==> src/rtl/mux4_rr_arbiter.sv <==
// Round-robin arbiter and sequencer for a shared 4-to-1 data mux.
// Grants one requester at a time, steers the mux select, and presents the
// selected word downstream under a valid/ready handshake.
//
// Optional feature: define ARB_HOLD_LIMIT_EN to end every grant after
// HOLD_MAX transfers, giving bounded latency to every requester. Without it,
// a grant lasts as long as its request and the global enable stay high.
module mux4_rr_arbiter #(
  parameter int unsigned WIDTH    = 3,
  parameter int unsigned HOLD_MAX = 4   // legal range 1..15
) (
  input  logic             clk,
  input  logic             rst,
  input  logic             en,
  input  logic [3:0]       req,
  input  logic [WIDTH-1:0] a,
  input  logic [WIDTH-1:0] b,
  input  logic [WIDTH-1:0] c,
  input  logic [WIDTH-1:0] d,
  input  logic             ready,
  output logic [3:0]       gnt,
  output logic [1:0]       sel,
  output logic             valid,
  output logic [WIDTH-1:0] y
);

  localparam logic StIdle  = 1'b0;
  localparam logic StGrant = 1'b1;

  logic       state_q, state_d;
  logic [3:0] gnt_q, gnt_d;
  logic [1:0] sel_q, sel_d;
  logic [1:0] ptr_q, ptr_d;

  logic       release_grant;
  logic       hold_done;
  logic [1:0] scan_ptr;
  logic [3:0] scan_req;
  logic       win_found;
  logic [1:0] win_idx;

`ifdef ARB_HOLD_LIMIT_EN
  localparam logic [3:0] HoldLast = 4'(HOLD_MAX - 1);

  logic [3:0] cnt_q, cnt_d;
  logic       xfer;

  assign xfer      = valid & ready;
  // Last permitted transfer of this grant is happening now.
  assign hold_done = xfer & (cnt_q == HoldLast);
`else
  // ready only matters downstream and HOLD_MAX only with the hold limit.
  logic unused_cfg;
  assign unused_cfg = ^{ready, 4'(HOLD_MAX)};
  assign hold_done  = 1'b0;
`endif

  // A live grant ends when its request drops, the block is disabled, or the
  // hold budget runs out.
  assign release_grant = (state_q == StGrant) & (~req[sel_q] | ~en | hold_done);

  // On release the scan starts just past the released requester and skips it;
  // otherwise scan from the stored pointer over all requests.
  always_comb begin
    scan_ptr = ptr_q;
    scan_req = req;
    if (release_grant) begin
      scan_ptr = sel_q + 2'd1;
      scan_req = req & ~(4'b0001 << sel_q);
    end
  end

  // Rotating priority pick: first set bit at or after scan_ptr, modulo 4.
  always_comb begin
    logic [1:0] idx;
    idx       = scan_ptr;
    win_found = 1'b0;
    win_idx   = scan_ptr;
    // Walk from the far end so the nearest candidate is written last.
    for (int k = 3; k >= 0; k--) begin
      idx = scan_ptr + 2'(k);
      if (scan_req[idx]) begin
        win_found = 1'b1;
        win_idx   = idx;
      end
    end
  end

  // Next-state logic for the grant FSM, pointer and transfer counter.
  always_comb begin
    state_d = state_q;
    gnt_d   = gnt_q;
    sel_d   = sel_q;
    ptr_d   = ptr_q;
`ifdef ARB_HOLD_LIMIT_EN
    cnt_d   = cnt_q;
`endif
    case (state_q)
      StIdle: begin
        if (en && win_found) begin
          state_d = StGrant;
          gnt_d   = 4'b0001 << win_idx;
          sel_d   = win_idx;
`ifdef ARB_HOLD_LIMIT_EN
          cnt_d   = 4'd0;
`endif
        end
      end
      StGrant: begin
        if (release_grant) begin
          ptr_d = sel_q + 2'd1;
`ifdef ARB_HOLD_LIMIT_EN
          cnt_d = 4'd0;
`endif
          if (en && win_found) begin
            // Hand straight over to the next requester, no idle bubble.
            gnt_d = 4'b0001 << win_idx;
            sel_d = win_idx;
          end else begin
            state_d = StIdle;
            gnt_d   = 4'b0000;
          end
        end
`ifdef ARB_HOLD_LIMIT_EN
        else if (xfer) begin
          cnt_d = cnt_q + 4'd1;
        end
`endif
      end
      default: begin
        state_d = StIdle;
        gnt_d   = 4'b0000;
      end
    endcase
  end

  // Arbiter state registers with asynchronous reset.
  always_ff @(posedge clk or posedge rst) begin
    if (rst) begin
      state_q <= StIdle;
      gnt_q   <= 4'b0000;
      sel_q   <= 2'd0;
      ptr_q   <= 2'd0;
    end else begin
      state_q <= state_d;
      gnt_q   <= gnt_d;
      sel_q   <= sel_d;
      ptr_q   <= ptr_d;
    end
  end

`ifdef ARB_HOLD_LIMIT_EN
  // Transfers completed within the current grant.
  always_ff @(posedge clk or posedge rst) begin
    if (rst) begin
      cnt_q <= 4'd0;
    end else begin
      cnt_q <= cnt_d;
    end
  end
`endif

  assign gnt   = gnt_q;
  assign sel   = sel_q;
  assign valid = (state_q == StGrant) & en & req[sel_q];

  // Downstream word: the selected input while valid, zero otherwise.
  always_comb begin
    y = '0;
    if (valid) begin
      case (sel_q)
        2'd0:    y = a;
        2'd1:    y = b;
        2'd2:    y = c;
        default: y = d;
      endcase
    end
  end

endmodule

==> config.mk <==
export PLATFORM = sky130hd
export DESIGN_NAME = mux4_rr_arbiter
export DESIGN_NICKNAME = d
export VERILOG_FILES = /design/src/rtl/mux4_rr_arbiter.sv
export SDC_FILE = /design/constraint.sdc
export NUM_CORES = 1
export LEC_CHECK = 0
export ABC_CLOCK_PERIOD_IN_PS = 2700
export CAP_MARGIN = 20
export CORE_AREA = 2 2 39 41
export DETAILED_ROUTE_END_ITERATION = 16
export DIE_AREA = 0 0 41 43
export DONT_BUFFER_PORTS = 1
export PLACE_DENSITY = 0.71
export SYNTH_ARGS = -nofsm -noshare
export SYNTH_HDL_FRONTEND = slang
export SYNTH_SLANG_ARGS = --single-unit
==> constraint.sdc <==
create_clock -name clk -period 2.7 [get_ports clk]
set_input_delay 0.27 -clock clk [delete_from_list [all_inputs] [get_ports clk]]
set_output_delay 0.27 -clock clk [all_outputs]
set_load 0.05 [all_outputs]
-- Yosys cells after proc, flatten, opt, wreduce, memory -nomap -nowiden
Index checks and enable logic that the tools add are counted.
- flip-flop bits (word level): 9
- bits of input ports: 20
- output and inout port bits: 10
- word-level logic and storage cells: 63
- add/subtract/negate cells: 4
- order comparisons: 5
- equality and inequality tests: 4
- shifts and indexed selects: 2
- muxes and demuxes: 32
- bitwise gates (word level): 9
- reduce and logical (&&, ||, !) cells: 3
- operator list (kind ; count):
    $mux 4 ; 4
    $lt 2x3->1 const B ; 5
    $mux 2 ; 7
    $mux 1 ; 11
    $bmux 1 s2 ; 5
    $pmux 3 s3 ; 1
    $pmux 4 s2 ; 1
    $shl 1x2->4 const A ; 2
    $add 2x1->2 const B ; 2
    $add 2x2->2 const B ; 2
    $and 4x4->4 ; 1
    $not 4->4 ; 1
    $pmux 2 s2 ; 1
    $and 1x1->1 ; 3
    $mux 3 ; 1
    $not 1->1 ; 3
    $eq 2x1->1 const B ; 1
    $eq 2x2->1 const B ; 1
    $logic_not 2->1 ; 1
    $ne 2x1->1 const B ; 1
    $ne 2x2->1 const B ; 1
    $pmux 1 s2 ; 1
    $reduce_and 2->1 ; 1
    $logic_and 1x1->1 ; 1
    $or 1x1->1 ; 1

-- Depth between registers and ports, before layout
- depth in word-level cells: 17
- gate-level depth with buffers: 10
- depth with buffers taken out: 9

-- Worst setup path before layout
Ideal clock, no wire load.
- path kind: reg-to-reg
- from: reg sel_q[0], in the netlist sel[0]
- to: reg gnt_q[2], in the netlist gnt[2]
- setup time: 0.120 ns
- arrival time: 2.357 ns
- required time: 2.580 ns
- slack: 0.223 ns
- cell stages (with the launch flop): 9
- period minus slack after synthesis: 2.477 ns
- cell sequence: dfrtp_1 > buf_6 > mux2i_2 > o221a_4 > mux2i_2 > o221ai_1 > a21oi_2 > nand3_1 > and3b_1
- cells in the longest elaborated chain, start to end: 17
- elaborated cells between the ends (all ways): 39
- ends and longest elaborated chain (what ; line ; source):
    from (decl) ; 32 ; logic [1:0] sel_q, sel_d;
    from (signal assigned) ; 147 ; sel_q <= sel_d;
    $bmux 1 s2 ; 60 ; assign release_grant = (state_q == StGrant) & (~req[sel_q] | ~en | hold_done);
    $mux 1 (implied by the code) ; 60 ;
    $not 1->1 ; 60 ;
    $or 1x1->1 ; 60 ;
    $and 1x1->1 ; 60 ;
    $mux 2 ; - ;
    $add 2x2->2 ; 81 ; idx = scan_ptr + 2'(k);
    $bmux 1 s2 ; 82 ; if (scan_req[idx]) begin
    $mux 1 (implied by the code) ; 82 ;
    $mux 2 / $mux 1 (equally long branches) (4 in series) ; 82 ;
    $shl 1x2->4 / $logic_and 1x1->1 (equally long branches) ; - ;
    $mux 4 ; 115 ; if (en && win_found) begin
    $mux 4 ; 110 ; if (release_grant) begin
    $pmux 4 s2 ; 98 ; case (state_q)
    to (signal assigned) ; 146 ; gnt_q <= gnt_d;
    to (decl) ; 31 ; logic [3:0] gnt_q, gnt_d;
Several ways; a longest one is shown, not always the timed one. The select of a mux whose other input is x is not followed.
A chain may end at the register's enable or synchronous reset.

-- Worst setup path in the final report
- from: reg sel_q[0], in the netlist sel[0]
- to: out y[2]
- cells in the longest elaborated chain, start to end: 4
- elaborated cells between the ends (all ways): 8
- ends and longest elaborated chain (what ; line ; source):
    $bmux 1 s2 ; 165 ; assign valid = (state_q == StGrant) & en & req[sel_q];
    $mux 1 (implied by the code) ; 165 ;
    $and 1x1->1 ; 165 ;
    $mux 3 (*) ; 170 ; if (valid) begin
    to (decl) ; 24 ; output logic [WIDTH-1:0] y
Every way passes the cells marked *; elsewhere a longest branch is shown, timed or not. The select of a mux whose other input is x is not followed.

==> results by group <==
Logic synthesis
  • Seq/Total Area, Yosys: 30.3%
  • Net Count, Synth: 104
  • Compound-Gate Fraction of Synth Area: 30.1%
  • Post-synth ARST share: 100%
  • Mean Syn Cell Area: 9.31 µm²
  • Yosys cell types: 33
  • Post-Synth Simple-Gate Area: 16.5%
  • Ys flop type: dfrtp_1
  • Largest family of logic cells by synthesized area: compound AO/OA/AOI/OAI gates
  • Yosys reg bits: 9
  • Synth Warn #: 0
  • Syn Std Cell Area: 744 µm²
  • Post-synthesis mux area share: 9.41%
  • EDFF count, synth: 0
  • XOR/XNOR Fraction of Synth Area: 0%
  • Cells after Synth: 80
  • Adder-Cell Fraction of Synth Area: 6.72%

Die
  • Core ar.: 1380 µm²
  • Row cnt: 14
  • Die area: 1760 µm²
  • Top Ports: 30
  • Initial Util: 53.8%
  • Die height: 43 µm
  • Die W: 41 µm

Place
  • Placed cell count: 99
  • Detailed Place HPWL: 1.23 mm
  • Routability Congestion: 0.745
  • Number of port buffers: 0
  • Post-place setup slack: 0.305 ns

Layout
  • ANT cells: 0
  • Fillcell total: 122
  • Most frequent cells in the layout: inv_1 (10), dfrtp_1 (9), nand2_1 (8), nor2_1 (8)
  • Area growth, synth to finish: 10.6%
  • Final net count: 113
  • Share of layout cells above drive strength 1: 19.3%
  • Post-route insts no fill: 104
  • Commonest non-fill, non-tap cell in the layout: inv_1

STA
  • Final worst setup slack: 0.271 ns
  • Slew @ Worst Pin: 0.473 ns
  • Slew Viols, Final: 0
  • Max Clock Skew: 0.00301 ns
  • Tcrit/Tclk final: 90.0%
  • Achievable frequency: 412 MHz
  • Final setup violation count: 0
  • Setup tns final: 0 ns
  • RSZ-0062 raised after global routing: false
  • Max-slew headroom: 68.4%
  • Final hold vios: 0
  • Minimum clock period: 2.43 ns

Worst setup path
  • Cells along the critical path: buf_4 -> inv_1 -> ha_1 -> a222oi_1 -> nor2_1 -> a21oi_1 -> nor2_1 -> buf_4
  • CP arrival: 2.16 ns
  • Critical Path End Type: output pin
  • WS Path Type: reg -> out
  • Crit start category: flop
  • CP Max Fanout: 5
  • Req. time, crit path: 2.43 ns
  • R2R setup slack: 0.28 ns
  • Slowest-stage cell, CP: dfrtp_1
  • Worst stage delay on the critical path: 0.51 ns

Clock tree
  • Clk root buf: clkbuf_4
  • TritonCTS buffer count: 3
  • Worst skew pair latency: 0.25 ns
  • Max clock buf depth: 2
  • Clock-pin transition on the worst setup and hold timing paths: 0.06 ns
  • CTS Sinks: 9
  • TritonCTS clock tree: built
  • Setup Fix Bufs, Post-CTS: 0
  • H-tree depth: 1

Drt
  • Iteration-0 DRC Markers: 13
  • Drt wl/cell: 14.7 µm
  • Vias: 616
  • WL final: 1.53 mm
  • Detail Route Antenna Nets: 0
  • DRC viols: 0
  • Vias per inst: 5.92
  • DR pass1 iterations: 4

Global routing
  • Vias in the first global route: 616
  • Total gr overflow: 0
  • Gr usage total: 20.8%
  • Initial antenna violation count: 0
  • Pin count of the biggest net entering global routing: 10
  • First-pass GRT wire length: 2.53 mm

Power
  • Leak pwr: 0.372 nW
  • Worst VDD drop: 0.000648 V
  • Tot Pwr: 1.04 mW
  • PD cells: 1260 nW/µm²

Hold path
  • Worst hold path type: in -> reg

Run
  • Max-cap viol count: 0

Outcome
  • Status: complete, no violations
==> worst max-delay path, delay by kind of cell (launching register included) <==
family | cells | cell delay (ns)
adders and majority gates | 1 | 0.26
AOI/OAI and AO/OA | 2 | 0.44
and+or+nand+nor | 2 | 0.12
DFF | 1 | 0.51
buffers and inverters | 3 | 0.58
==> what timing repair did <==
item / CTS / global route
hold endpoints to repair: 9 / 0
resized for setup: 0 / 0
hold buffers: 1 / 0
==> layer usage <==
layer  wire (µm)  share of wire (%)  GRT usage [%]  vias up
met2         753                 49           35.0       26
li1            -                  -              -      309
met5           0                  0              0        -
met1         636                 42           24.7      279
met4          12               0.79           8.00        0
met3         125                8.2           3.66        2
==> registers in the layout, indices dropped and copies added, names as in the netlist <==
signal and cells:
ptr_q 2, sel 2, state_q 1, gnt 4
==> layout make-up <==
class / count / area (µm²) / area share, %
Timing Repair Buffer: 6 / 47.5 / 5.78
Inverter: 10 / 37.5 / 4.56
Multi-Input combinational cell: 59 / 467 / 56.7
Tap cell: 16 / 20.0 / 2.43
Sequential cell: 9 / 225 / 27.4
Clock buffer: 4 / 26.3 / 3.19
==> path summary, 6_finish.rpt <==
kind,from,to,cells after the start
max,sel[0],y[2],8
min,en,state_q,1
max reg2reg,sel[0],gnt[2],8
min reg2reg,ptr_q[1],ptr_q[1],2
max in group asynchronous,rst,ptr_q[0],2
min in group asynchronous,rst,gnt[2],2
==> synth_stat cells, types with 2 or more instances <==
cell type | n | share of area (%)
a21oi_1 | 5 | 3.4
a222oi_1 | 3 | 4.0
a32o_1 | 2 | 2.7
dfrtp_1 | 9 | 30
ha_1 | 4 | 6.7
inv_1 | 10 | 5.0
mux2i_1 | 2 | 2.7
mux2i_2 | 2 | 3.7
nand2_1 | 8 | 4.0
nand3_1 | 3 | 2.0
nor2_1 | 8 | 4.0
o21ai_0 | 2 | 1.3
o21ai_1 | 2 | 1.3
==> power breakdown <==
group / internal, mW / total, mW / leakage, nW / switching [mW]
logic: 0.223 / 0.586 / 0.247 / 0.363
clock network: 0.0566 / 0.0984 / 0.0150 / 0.0418
registers: 0.194 / 0.354 / 0.110 / 0.160
total: 0.473 / 1.04 / 0.372 / 0.565
==> stage by stage <==
step | area [µm²] | utilization (%) | hold slack, ns
5_1_grt | 823 | 59.5 | 0.162
3_3_place_gp | 787 | 56.9 | 0.138
2_1_floorplan | 744 | - | 0.0979
3_5_place_dp | 787 | 56.9 | 0.138
4_1_cts | 823 | 59.5 | 0.164
6_report | 823 | 59.5 | 0.185
==> cells by family after synthesis <==
| logic type | Yosys count |
|---|---|
| compound gates | 26 |
| mux | 5 |
| flops | 9 |
| fa+ha+maj | 4 |
| buf+inv | 12 |
| simple gates | 24 |
Power figures use the tool's default switching activity.
